--- src/rtl/load_store_byte_sequencer_pkg.sv ---
// Shared constants and types for the load/store byte sequencer.
// These are the bus widths, the FSM state encodings and the last-beat indices.
package load_store_byte_sequencer_pkg;

  localparam int ADDR_BUS_WIDTH     = 32;
  localparam int MEM_DATA_BUS_WIDTH = 8;
  localparam int REG_DATA_WIDTH     = 4 * MEM_DATA_BUS_WIDTH;
  localparam int BEAT_W             = 2;

  localparam logic [BEAT_W-1:0] LS_LAST_BEAT_WORD = 2'd3;
  localparam logic [BEAT_W-1:0] LS_LAST_BEAT_BYTE = 2'd0;

  typedef enum logic [1:0] {
    LS_IDLE = 2'd0,
    LS_BEAT = 2'd1,
    LS_DONE = 2'd2
  } ls_state_e;

  // Index of the final beat for a request of the given size.
  function automatic logic [BEAT_W-1:0] last_beat(input logic is_byte);
    return is_byte ? LS_LAST_BEAT_BYTE : LS_LAST_BEAT_WORD;
  endfunction

endpackage

--- src/rtl/load_store_byte_sequencer_lane_mux.sv ---
// ls_byte_lane_mux: picks the store byte for the current beat and merges
// the returning load byte into its little-endian lane of the assembly word.
module ls_byte_lane_mux
  import load_store_byte_sequencer_pkg::*;
(
  input  logic [BEAT_W-1:0]             beat,
  input  logic [REG_DATA_WIDTH-1:0]     wdata,
  output logic [MEM_DATA_BUS_WIDTH-1:0] store_byte,
  input  logic [REG_DATA_WIDTH-1:0]     asm_cur,
  input  logic [MEM_DATA_BUS_WIDTH-1:0] load_byte,
  output logic [REG_DATA_WIDTH-1:0]     asm_next
);

  // Byte-lane select for stores and lane insert for loads.
  always_comb begin
    // NOTE: every output gets a full default first so no path leaves a
    // value unassigned, which would otherwise infer a latch.
    asm_next   = asm_cur;
    store_byte = wdata[MEM_DATA_BUS_WIDTH*beat +: MEM_DATA_BUS_WIDTH];
    asm_next[MEM_DATA_BUS_WIDTH*beat +: MEM_DATA_BUS_WIDTH] = load_byte;
  end

endmodule

--- src/rtl/load_store_byte_sequencer.sv ---
// load_store_byte_sequencer: issues one word or byte load/store as 1 or 4
// little-endian byte beats to a byte-wide memory and returns a one-cycle
// completion response.
// Optional feature: define LS_ALIGN_CHECK_EN to reject misaligned word
// requests with rsp_fault_out instead of running them unaligned.
module load_store_byte_sequencer
  import load_store_byte_sequencer_pkg::*;
(
  input  logic                          clk_in,
  input  logic                          reset_in,
  input  logic                          req_valid_in,
  output logic                          req_ready_out,
  input  logic                          req_load_in,
  input  logic                          req_byte_in,
  input  logic [ADDR_BUS_WIDTH-1:0]     addr_in,
  input  logic [REG_DATA_WIDTH-1:0]     wdata_in,
  output logic                          rsp_valid_out,
  output logic [REG_DATA_WIDTH-1:0]     rsp_rdata_out,
  output logic                          rsp_fault_out,
  output logic [ADDR_BUS_WIDTH-1:0]     mem_addr_out,
  output logic                          mem_we_out,
  output logic [MEM_DATA_BUS_WIDTH-1:0] mem_wd_out,
  input  logic [MEM_DATA_BUS_WIDTH-1:0] mem_rd_in
);

  ls_state_e                     state_q, state_d;
  logic [BEAT_W-1:0]             beat_q;
  logic [ADDR_BUS_WIDTH-1:0]     addr_q;
  logic [REG_DATA_WIDTH-1:0]     wdata_q;
  logic                          load_q;
  logic                          byte_q;
  logic [REG_DATA_WIDTH-1:0]     asm_q;
  logic [REG_DATA_WIDTH-1:0]     asm_next;
  logic [MEM_DATA_BUS_WIDTH-1:0] store_byte;
  logic                          fault_w;
  logic                          misaligned_w;

  assign misaligned_w = !req_byte_in && (addr_in[1:0] != 2'b00);

`ifdef LS_ALIGN_CHECK_EN
  logic fault_q;

  // Remember whether the accepted request was rejected for misalignment.
  always_ff @(posedge clk_in or negedge reset_in) begin
    if (!reset_in) begin
      fault_q <= 1'b0;
    end else if (state_q == LS_IDLE && req_valid_in) begin
      fault_q <= misaligned_w;
    end
  end

  assign fault_w = fault_q;
`else
  assign fault_w = 1'b0;
`endif

  ls_byte_lane_mux u_lane_mux (
    .beat       (beat_q),
    .wdata      (wdata_q),
    .store_byte (store_byte),
    .asm_cur    (asm_q),
    .load_byte  (mem_rd_in),
    .asm_next   (asm_next)
  );

  // Request capture, beat counter, load assembly and state register.
  always_ff @(posedge clk_in or negedge reset_in) begin
    // NOTE: state is updated with non-blocking assignments so every register
    // samples pre-edge values regardless of statement order.
    if (!reset_in) begin
      state_q <= LS_IDLE;
      beat_q  <= '0;
      addr_q  <= '0;
      wdata_q <= '0;
      load_q  <= 1'b0;
      byte_q  <= 1'b0;
      asm_q   <= '0;
    end else begin
      state_q <= state_d;
      case (state_q)
        LS_IDLE: if (req_valid_in) begin
          addr_q  <= addr_in;
          wdata_q <= wdata_in;
          load_q  <= req_load_in;
          byte_q  <= req_byte_in;
          beat_q  <= '0;
          asm_q   <= '0;
        end
        LS_BEAT: begin
          if (load_q) asm_q <= asm_next;
          if (beat_q != last_beat(byte_q)) beat_q <= beat_q + 1'b1;
        end
        default: ;
      endcase
    end
  end

  // Next-state logic and Moore outputs; everything idles at zero outside its state.
  always_comb begin
    state_d       = state_q;
    req_ready_out = 1'b0;
    rsp_valid_out = 1'b0;
    rsp_rdata_out = '0;
    rsp_fault_out = 1'b0;
    mem_addr_out  = '0;
    mem_we_out    = 1'b0;
    mem_wd_out    = '0;
    case (state_q)
      LS_IDLE: begin
        req_ready_out = 1'b1;
        if (req_valid_in) begin
`ifdef LS_ALIGN_CHECK_EN
          state_d = misaligned_w ? LS_DONE : LS_BEAT;
`else
          state_d = LS_BEAT;
`endif
        end
      end
      LS_BEAT: begin
        mem_addr_out = addr_q + ADDR_BUS_WIDTH'(beat_q);
        mem_we_out   = !load_q;
        mem_wd_out   = load_q ? '0 : store_byte;
        if (beat_q == last_beat(byte_q)) state_d = LS_DONE;
      end
      LS_DONE: begin
        rsp_valid_out = 1'b1;
        rsp_fault_out = fault_w;
        rsp_rdata_out = (load_q && !fault_w) ? asm_q : '0;
        state_d       = LS_IDLE;
      end
      default: state_d = LS_IDLE;
    endcase
  end

endmodule

--- config.mk ---
export PLATFORM = sky130hd
export DESIGN_NAME = load_store_byte_sequencer
export DESIGN_NICKNAME = d
export VERILOG_FILES = /design/src/rtl/load_store_byte_sequencer_pkg.sv /design/src/rtl/load_store_byte_sequencer_lane_mux.sv /design/src/rtl/load_store_byte_sequencer.sv
export SDC_FILE = /design/constraint.sdc
export NUM_CORES = 1
export LEC_CHECK = 0
export BUFFER_PORTS_ARGS = -buffer_cell sky130_fd_sc_hd__clkbuf_2
export CAP_MARGIN = 20
export CELL_PAD_IN_SITES_DETAIL_PLACEMENT = 0
export CELL_PAD_IN_SITES_GLOBAL_PLACEMENT = 1
export CORE_UTILIZATION = 35
export DETAILED_ROUTE_END_ITERATION = 7
export PLACE_DENSITY_LB_ADDON = 0.2
export SYNTH_ARGS = -nofsm -noshare
export SYNTH_HDL_FRONTEND = slang
export SYNTH_SLANG_ARGS = --single-unit
--- constraint.sdc ---
create_clock -name clk_in -period 5.5 [get_ports clk_in]
set_clock_uncertainty 0.05 [all_clocks]
set_input_delay 0.275 -clock clk_in [delete_from_list [all_inputs] [get_ports clk_in]]
set_output_delay 0.275 -clock clk_in [all_outputs]
set_load 0.05 [all_outputs]
=== Word level (Yosys, flattened, before mapping) ===
Index checks and enable logic that the tools add are counted.

* Input port bits: 77
* Flip-flop bits (word level): 102
* Output and inout port bits: 76

* Add/sub/neg operators: 3
* Shifts and indexed selects: 3
* Multiplexer cells: 19
* Eq/ne operators: 8
* Reductions and logical operators: 7

{| class="wikitable"
|+ Operator list
! cell !! number
|-
| 32-bit two-way mux || 5
|-
| 32-bit case mux with 2 select lines || 1
|-
| 5-bit negation with 34-bit output || 1
|-
| 8-bit by 34-bit variable shift with 32-bit output (first input constant) || 1
|-
| 8-bit by 34-bit indexed part select with 32-bit output || 1
|-
| 32-bit by 2-bit adder with 32-bit output || 1
|-
| 32-bit bitwise mux || 1
|-
| 32-bit by 6-bit indexed part select with 8-bit output || 1
|-
| 8-bit two-way mux || 2
|-
| 2-bit two-way mux || 5
|-
| 2-bit inequality test (second input constant) || 4
|-
| 2-bit case mux with 2 select lines || 2
|-
| 3-bit AND reduction || 2
|-
| 2-bit AND reduction || 2
|-
| 1-bit two-way mux || 3
|-
| 2-bit by 1-bit adder with 2-bit output (second input constant) || 1
|-
| 2-bit by 1-bit equality test with 1-bit output (second input constant) || 1
|-
| 2-bit equality test || 1
|-
| 2-bit equality test (second input constant) || 1
|-
| 2-bit zero test || 1
|-
| 2-bit inequality test || 1
|-
| 2-bit nonzero test || 1
|-
| 1-bit zero test || 1
|}

=== Logic depth before layout (Yosys ltp) ===
Gate-level depths: netlist (run 1).

* Depth after elaboration: 5
* Depth in mapped cells: 9
* Gate-level depth less buffers: 6

=== Cells and area by module ===
Synthesis (run 1) repeated with hierarchy kept, for this count alone.

* Cell total of the unflattened synthesis: 662
* Area total of the unflattened synthesis: 5676.7 µm²

{| class="wikitable"
|+ Modules (own cells, without submodules)
! module !! instances !! area each (µm²) !! sequential area each (µm²) !! cells an instance
|-
| load_store_byte_sequencer || 1 || 4847.1 || 2552.4 || 549
|-
| ls_byte_lane_mux || 1 || 829.5 || 0.0 || 113
|}

=== Least setup slack after synthesis (run 1) ===
OpenSTA, ideal clock, no wires.

* Path type: register to output
* Start point: reg beat_q[0]
* End point: out mem_addr_out[30]
* Buffers on the path: 1
* Path slack: 2.322 ns
* Data required time: 5.175 ns
* Arrival time: 2.853 ns
* Stages on the path, launching flop included: 8
* Path through: dfrtp_1 > ha_1 > fa_1 > nand4_1 > or4_4 > buf_6 > or4_1 > a21oi_1

* Word-level cells in the longest chain between the ends: 2

{| class="wikitable"
|+ Ends and longest elaborated chain
! item !! RTL line !! text
|-
| from (decl) || load_store_byte_sequencer.sv:27 || <nowiki>logic [BEAT_W-1:0] beat_q;</nowiki>
|-
| from (signal assigned) || load_store_byte_sequencer.sv:91 || <nowiki>if (beat_q != last_beat(byte_q)) beat_q <= beat_q + 1'b1;</nowiki>
|-
| 32-bit by 2-bit adder with 32-bit output || load_store_byte_sequencer.sv:120 || <nowiki>mem_addr_out = addr_q + ADDR_BUS_WIDTH'(beat_q);</nowiki>
|-
| 32-bit two-way mux || load_store_byte_sequencer.sv:108 || <nowiki>case (state_q)</nowiki>
|-
| to (decl) || load_store_byte_sequencer.sv:20 || <nowiki>output logic [ADDR_BUS_WIDTH-1:0] mem_addr_out,</nowiki>
|}

Every way passes these cells.

=== Final worst setup path (run 1) ===
Same ends and word-level chain as after synthesis.

==> results_dict.tcl, run 1 <==
set metrics [dict create \
    status "finished, violations left" \
    failed_checks "DRC" \
    setup_viol 0 \
    cts_buffer_depth 2 \
    tns_ns 0 \
    antenna_cells 0 \
    synth_area_um2 5320 \
    layout-drive-gt1-share 0.401 \
    hold_buffers 1 \
    dpl_cell_area_um2 6220 \
    worstPathMaxFanout 20 \
    rows 44 \
    tritoncts "built" \
    ios 153 \
    powerDensity_nw_per_um2 621 \
    avgSynthCellArea_um2 10.8 \
    cts_made_buffers 9 \
    ys_types 51 \
    grt_start_max_net_pins 66 \
    drt.antenna.violating_nets 0 \
    crit_chain "ha_1 > fa_1 > nand4_1 > or4_4 > or4_1 > a21oi_1 > clkbuf_2" \
    areaGrowthSynthToFinish_pct 23.4 \
    fp.dieW_um 125 \
    worstHoldPathType "in2reg" \
    grtUsageTotal 0.185 \
    worst-setup-path-type "reg2out" \
    ir_drop_mv 0.330 \
    routabilityCongestion 0.775 \
    hold_viol 0 \
    clkTransAtPathRegs_ns 0.07 \
    core_area_um2 14700 \
    overflow 0 \
    final_nets 713 \
    remaining_drc_errors 8 \
    first_global_vias 4431 \
    leakage_nw 3.06 \
    drt_first_pass_iters 7 \
    rrSetupSlack_ns 2.57 \
    finalCritPeriodShare 0.729 \
    ys_ff_latch 102 \
    cts_setup_buffers 0 \
    wl_per_cell_um 16.9 \
    rsz0062_at_grt "no" \
    p_switching_mw 1.96 \
    hold_slack_ns 0.0704 \
    design_area_um2 6570 \
    synthCells 491 \
    synth_flop_cell "dfrtp_1" \
    antenna_found_initial 0 \
    cp-start-kind "flip-flop" \
    cts_resized 0 \
    crit_arrival_ns 3.69 \
    tightest_slew_ns 1.09 \
    startpoint "beat_q[0]" \
    clockRootBuffer "clkbuf_16" \
    clk_latency_ns 0.35 \
    portBuffers 151 \
    htree_levels 3 \
    max-slew-margin-rel 0.268 \
    ys_async_sr_fraction 1.00 \
    drv_cap 0 \
    synth_top_area_cell "dfrtp_1" \
    drt_iter0_drc 208 \
    r2r_start "beat_q[0]" \
    critPathSlowestCell "dfrtp_1" \
    worstRegToRegCells 5 \
    power_frac_comb 0.494 \
    crit_end "mem_addr_out[30]" \
    endpoint_kind "primary output" \
    fmax_ghz 0.249 \
    p_clk_frac 0.168 \
    synth-seq-area-share 0.480 \
    synth-edff-count 0 \
    routed_wl_um 13900 \
    r2r_end "asm_q[13]" \
    slowest_delay_ns 0.92 \
    yosysWarnings 0 \
    power.internal_mw 2.12 \
    grt_pass1_wl_um 22600 \
    finalMaxSlewViolations 0 \
    clock-sinks 102 \
    ys_top_cells_by_area "dfrtp_1 (48%), mux2_2 (13%), and3_1 (3.9%)" \
    period_minus_slack_ns 4.01 \
    sw_frac_of_total 0.479 \
    via_per_inst 5.33 \
    initial_core_util 0.362 \
    netlist.area_leader.share 0.480 \
    worstPathRequired_ns 5.18 \
    nFillCells 1470 \
    die_y_um 125 \
    hpwlAfterDp_um 9910 \
    vias 4356 \
    synth_nets 575 \
    pwr-share-seq 0.338 \
    die_area_um2 15700 \
]
state kept, by name, summed over array words and instances, names as in the netlist:
signal,flops
byte_q,1
asm_q,32
addr_q,32
wdata_q,32
state_q,2
load_q,1
beat_q,2
cell usage after synthesis (2+ instances only):
| cell | count |
|---|---|
| dfrtp_1 | 102 |
| mux2_2 | 62 |
| nand2_1 | 52 |
| and3_1 | 33 |
| o21ai_0 | 27 |
| clkbuf_1 | 22 |
| a21oi_1 | 17 |
| nor2_1 | 17 |
| a22o_1 | 16 |
| nand3_1 | 12 |
| and2_1 | 10 |
| mux4_2 | 8 |
| buf_1 | 7 |
| nor4_1 | 7 |
| xnor2_1 | 7 |
| ha_1 | 6 |
| inv_1 | 6 |
| nand4_1 | 6 |
| o31ai_1 | 6 |
| or3_1 | 6 |
| or4_1 | 6 |
| nor3_1 | 5 |
| xor2_1 | 5 |
| and4_1 | 4 |
| nand2b_1 | 4 |
| a21o_1 | 3 |
| nor2b_1 | 3 |
| o22ai_1 | 3 |
| o41ai_1 | 3 |
| or3_2 | 3 |
| nand4bb_1 | 2 |
| nor4b_2 | 2 |
cells by family (layout without fill, tap and decap cells):
kind of cell,after synthesis,count (layout),share of synthesized area
AND/OR/NAND/NOR,179,179,0.187
flip-flops,102,102,0.480
AO/OA/AOI/OAI,81,81,0.0983
multiplexers,71,71,0.167
buffers and inverters,38,181,0.0292
XOR/XNOR,12,12,0.0198
adder cells (fa/ha/maj),7,7,0.0179
other,1,1,0.000705
worst max-delay path: cells and delay by family, from the launching register on:
family	cells	cell delay [ns]
flops	1	0.92
compound gates	1	0.20
fa+ha+maj	2	0.57
buf+inv	1	0.31
simple gates	3	1.33
cells in the final DEF, fill, tap and decap left out, drive strengths merged, types with 8 or more instances in the layout:
cell type and n:
clkbuf 159, dfrtp 102, mux2 62, nand2 52
and3 33, o21ai 27, nor2 17, a21oi 17
a22o 16, nand3 12, and2 10, inv 10
or3 9, mux4 8, buf 8
per-layer routing:
metal	part of all wire	global-route usage
met5	0	0
met4	0.012	0.0545
met3	0.060	0.0543
met2	0.46	0.303
met1	0.46	0.236
through the flow:
step,util,setup slack [ns],power [mW],cells
after global placement,0.423,1.88,3.37,799
after detailed placement,0.423,1.84,3.42,800
after floorplan,-,2.32,2.91,491
after CTS,0.446,1.39,4.12,817
final,0.447,1.49,4.08,818
after global routing,0.447,1.20,4.35,818
worst min path at each step:
stage                           start         end  slack [ns]  cells after the start
final                     addr_in[24]  addr_q[24]        0.07                      3
after global routing      addr_in[24]  addr_q[24]        0.07                      3
after CTS                 addr_in[24]  addr_q[24]        0.06                      3
after detailed placement     reset_in   asm_q[14]        0.22                      1
after global placement       reset_in   asm_q[14]        0.21                      1
after floorplan              reset_in   addr_q[0]       -0.07                      0
power by group through the flow:
stage               clock (mW)  combinational [mW]  sequential (mW)
finish                   0.685                2.01             1.38
global route             0.740                2.17             1.44
floorplan                    0                1.67             1.24
global placement             0                2.00             1.38
detailed placement           0                2.02             1.39
CTS                      0.710                2.03             1.38
final cells by class:
cell class	count	area, um^2	share of cell area
Tap cell	184	230	0.0351
Multi-Input combinational cell	351	2620	0.399
Clock inverter	7	95.1	0.0145
Timing Repair Buffer	159	822	0.125
Clock buffer	9	225	0.0343
Sequential cell	102	2550	0.389
Inverter	6	22.5	0.00343
Power figures use the tool's default switching activity.
==> run 2, diff against run 1 <==
- ABC_AREA: unset -> 1
- clock period: 5.5 -> 4 ns (I/O delays scaled with it)
==> results_dict.tcl, run 2 <==
set metrics [dict create \
    status "complete, no violations" \
    sw_frac_of_total 0.525 \
    ys_ff_latch 102 \
    yosysMostFrequentCell "nand2_1" \
    tightest_slew_ns 1.03 \
    drv_cap 0 \
    htree_levels 3 \
    clk_latency_ns 0.34 \
    via_per_inst 4.57 \
    hpwlAfterDp_um 12500 \
    grt_start_max_net_pins 53 \
    yosys-top-cells-count "nand2_1 (329), nor2_1 (162), dfrtp_1 (102), inv_1 (66), o21ai_0 (47)" \
    netlist.area_leader.share 0.443 \
    p_clk_frac 0.159 \
    final_cell_mix "nand2_1 (329), nor2_1 (162), clkbuf_2 (150)" \
    clockRootBuffer "clkbuf_16" \
    worstPathRequired_ns 3.75 \
    fp.dieW_um 130 \
    power_frac_comb 0.510 \
    clock-sinks 102 \
    routed_wl_um 16700 \
    initial_core_util 0.360 \
    crit_arrival_ns 2.60 \
    tritoncts "built" \
    max-slew-margin-rel 0.309 \
    synth_top_area_cell "dfrtp_1" \
    ys_top_cells_by_area "dfrtp_1 (44%), nand2_1 (21%), nor2_1 (11%)" \
    final_nets 1090 \
    finalCritPeriodShare 0.713 \
    fmax_ghz 0.351 \
    cts_resized 0 \
    areaGrowthSynthToFinish_pct 24.7 \
    ys_async_sr_fraction 1.00 \
    critPathSlowestCell "dfrtp_1" \
    clkTransAtPathRegs_ns 0.07 \
    synth_area_um2 5760 \
    whs_path_depth 3 \
    tns_ns 0 \
    drt_first_pass_iters 5 \
    synth_flop_cell "dfrtp_1" \
    worst-setup-path-type "reg2out" \
    cts_made_buffers 9 \
    p_switching_mw 2.83 \
    synth_nets 933 \
    grt_pass1_wl_um 26500 \
    period_minus_slack_ns 2.85 \
    worstRegToRegCells 7 \
    worstHoldPathType "in2reg" \
    leakage_nw 3.56 \
    yosysWarnings 0 \
    layout-drive-gt1-share 0.189 \
    pwr-share-seq 0.331 \
    largestRegisters "addr_q (32), asm_q (32), wdata_q (32)" \
    remaining_drc_errors 0 \
    die_y_um 130 \
    routabilityCongestion 0.858 \
    ir_drop_mv 0.486 \
    portBuffers 151 \
    vias 5607 \
    synthCells 849 \
    rows 46 \
    cp-start-kind "flip-flop" \
    rsz0062_at_grt "no" \
    slowest_delay_ns 0.65 \
    setup_ws_ns 1.15 \
    finalMaxSlewViolations 0 \
    die_area_um2 17000 \
    hold_slack_ns 0.000986 \
    crit_top_cell "nor2_1" \
    layout_commonest_cell "nand2_1" \
    crit_chain "fa_1 > nand2_2 > nor2_1 > nand2_1 > inv_1 > nand2_1 > nor2_1 > nor2_1 > nor2_1 > clkbuf_2" \
    dp_slack_ns 1.45 \
    core_area_um2 16000 \
    cts_buffer_depth 2 \
    synth-edff-count 0 \
    synth-seq-area-share 0.443 \
    ios 153 \
    hold_viol 0 \
    worstPathMaxFanout 14 \
    ys_types 30 \
    overflow 0 \
    grtUsageTotal 0.205 \
    drt_iter0_drc 398 \
    drt.antenna.violating_nets 0 \
    power.internal_mw 2.56 \
    setup_viol 0 \
    avgSynthCellArea_um2 6.78 \
    antenna_found_initial 0 \
    endpoint_kind "primary output" \
    first_global_vias 5028 \
    wl_per_cell_um 13.6 \
    powerDensity_nw_per_um2 750 \
    antenna_cells 0 \
]
==> run 2: cell families after synthesis <==
kind of cell    count (synthesis)  share of synthesized area
flops                         102                      0.443
xor+xnor                        3                    0.00456
compound gates                 97                     0.0902
buf+inv                       103                     0.0741
other cells                     1                   0.000651
simple gates                  536                      0.371
fa+ha+maj                       7                     0.0165
==> run 2: worst max-delay path: cells and delay by family (launching register included) <==
family	cells	cell delay, ns
simple gates	7	0.83
flops	1	0.65
buf+inv	2	0.43
fa+ha+maj	1	0.34
==> run 2: area by class of cell <==
type | count | area (um^2)
Tap cell | 216 | 270
Multi-Input combinational cell | 644 | 2780
Timing Repair Buffer | 179 | 1030
Clock inverter | 4 | 31.3
Inverter | 70 | 265
Sequential cell | 102 | 2550
Clock buffer | 11 | 253
Fill cell | 1780 | 8820
==> run 2: repair_timing <==
item	4_1_cts	5_1_grt
endpoints found under the hold margin	64	2
setup buffers	0	0
hold buffers	21	2
==> run 2: worst paths after layout <==
path	from	endpoint	slack, ns
worst max-delay path	beat_q[1]	mem_addr_out[20]	1.15
worst min-delay path	addr_in[23]	addr_q[23]	0.001
worst max register to register	beat_q[0]	asm_q[7]	1.44
worst min register to register	wdata_q[11]	wdata_q[11]	0.43
max in group asynchronous	reset_in	asm_q[10]	2.70
min in group asynchronous	reset_in	asm_q[12]	0.35
==> run 2: through the flow <==
| stage | total power, mW | instances | utilization | cell area (um^2) |
|---|---|---|---|---|
| after floorplan | 3.85 | 849 | - | 5760 |
| after global placement | 4.53 | 1188 | 0.417 | 6670 |
| after detailed placement | 4.54 | 1188 | 0.417 | 6670 |
| after CTS | 5.44 | 1224 | 0.448 | 7160 |
| after global routing | 5.84 | 1226 | 0.449 | 7180 |
| final | 5.39 | 1226 | 0.449 | 7180 |
==> run 2: routing by layer <==
| layer | wire (um) | track usage | part of all wire | vias up |
|---|---|---|---|---|
| met2 | 7010 | 0.298 | 0.42 | 126 |
| met1 | 8830 | 0.315 | 0.53 | 2540 |
| met3 | 758 | 0.0361 | 0.045 | 6 |
| met4 | 102 | 0.0438 | 0.0061 | 0 |
| met5 | 0 | 0 | 0 | - |
| li1 | - | - | - | 2935 |
==> run 2: power groups by stage <==
stage	clock network, mW	logic, mW	registers [mW]
after global placement	0	2.74	1.79
after floorplan	0	2.21	1.64
after global routing	0.920	3.08	1.84
after CTS	0.881	2.78	1.78
final	0.857	2.75	1.78
after detailed placement	0	2.75	1.79
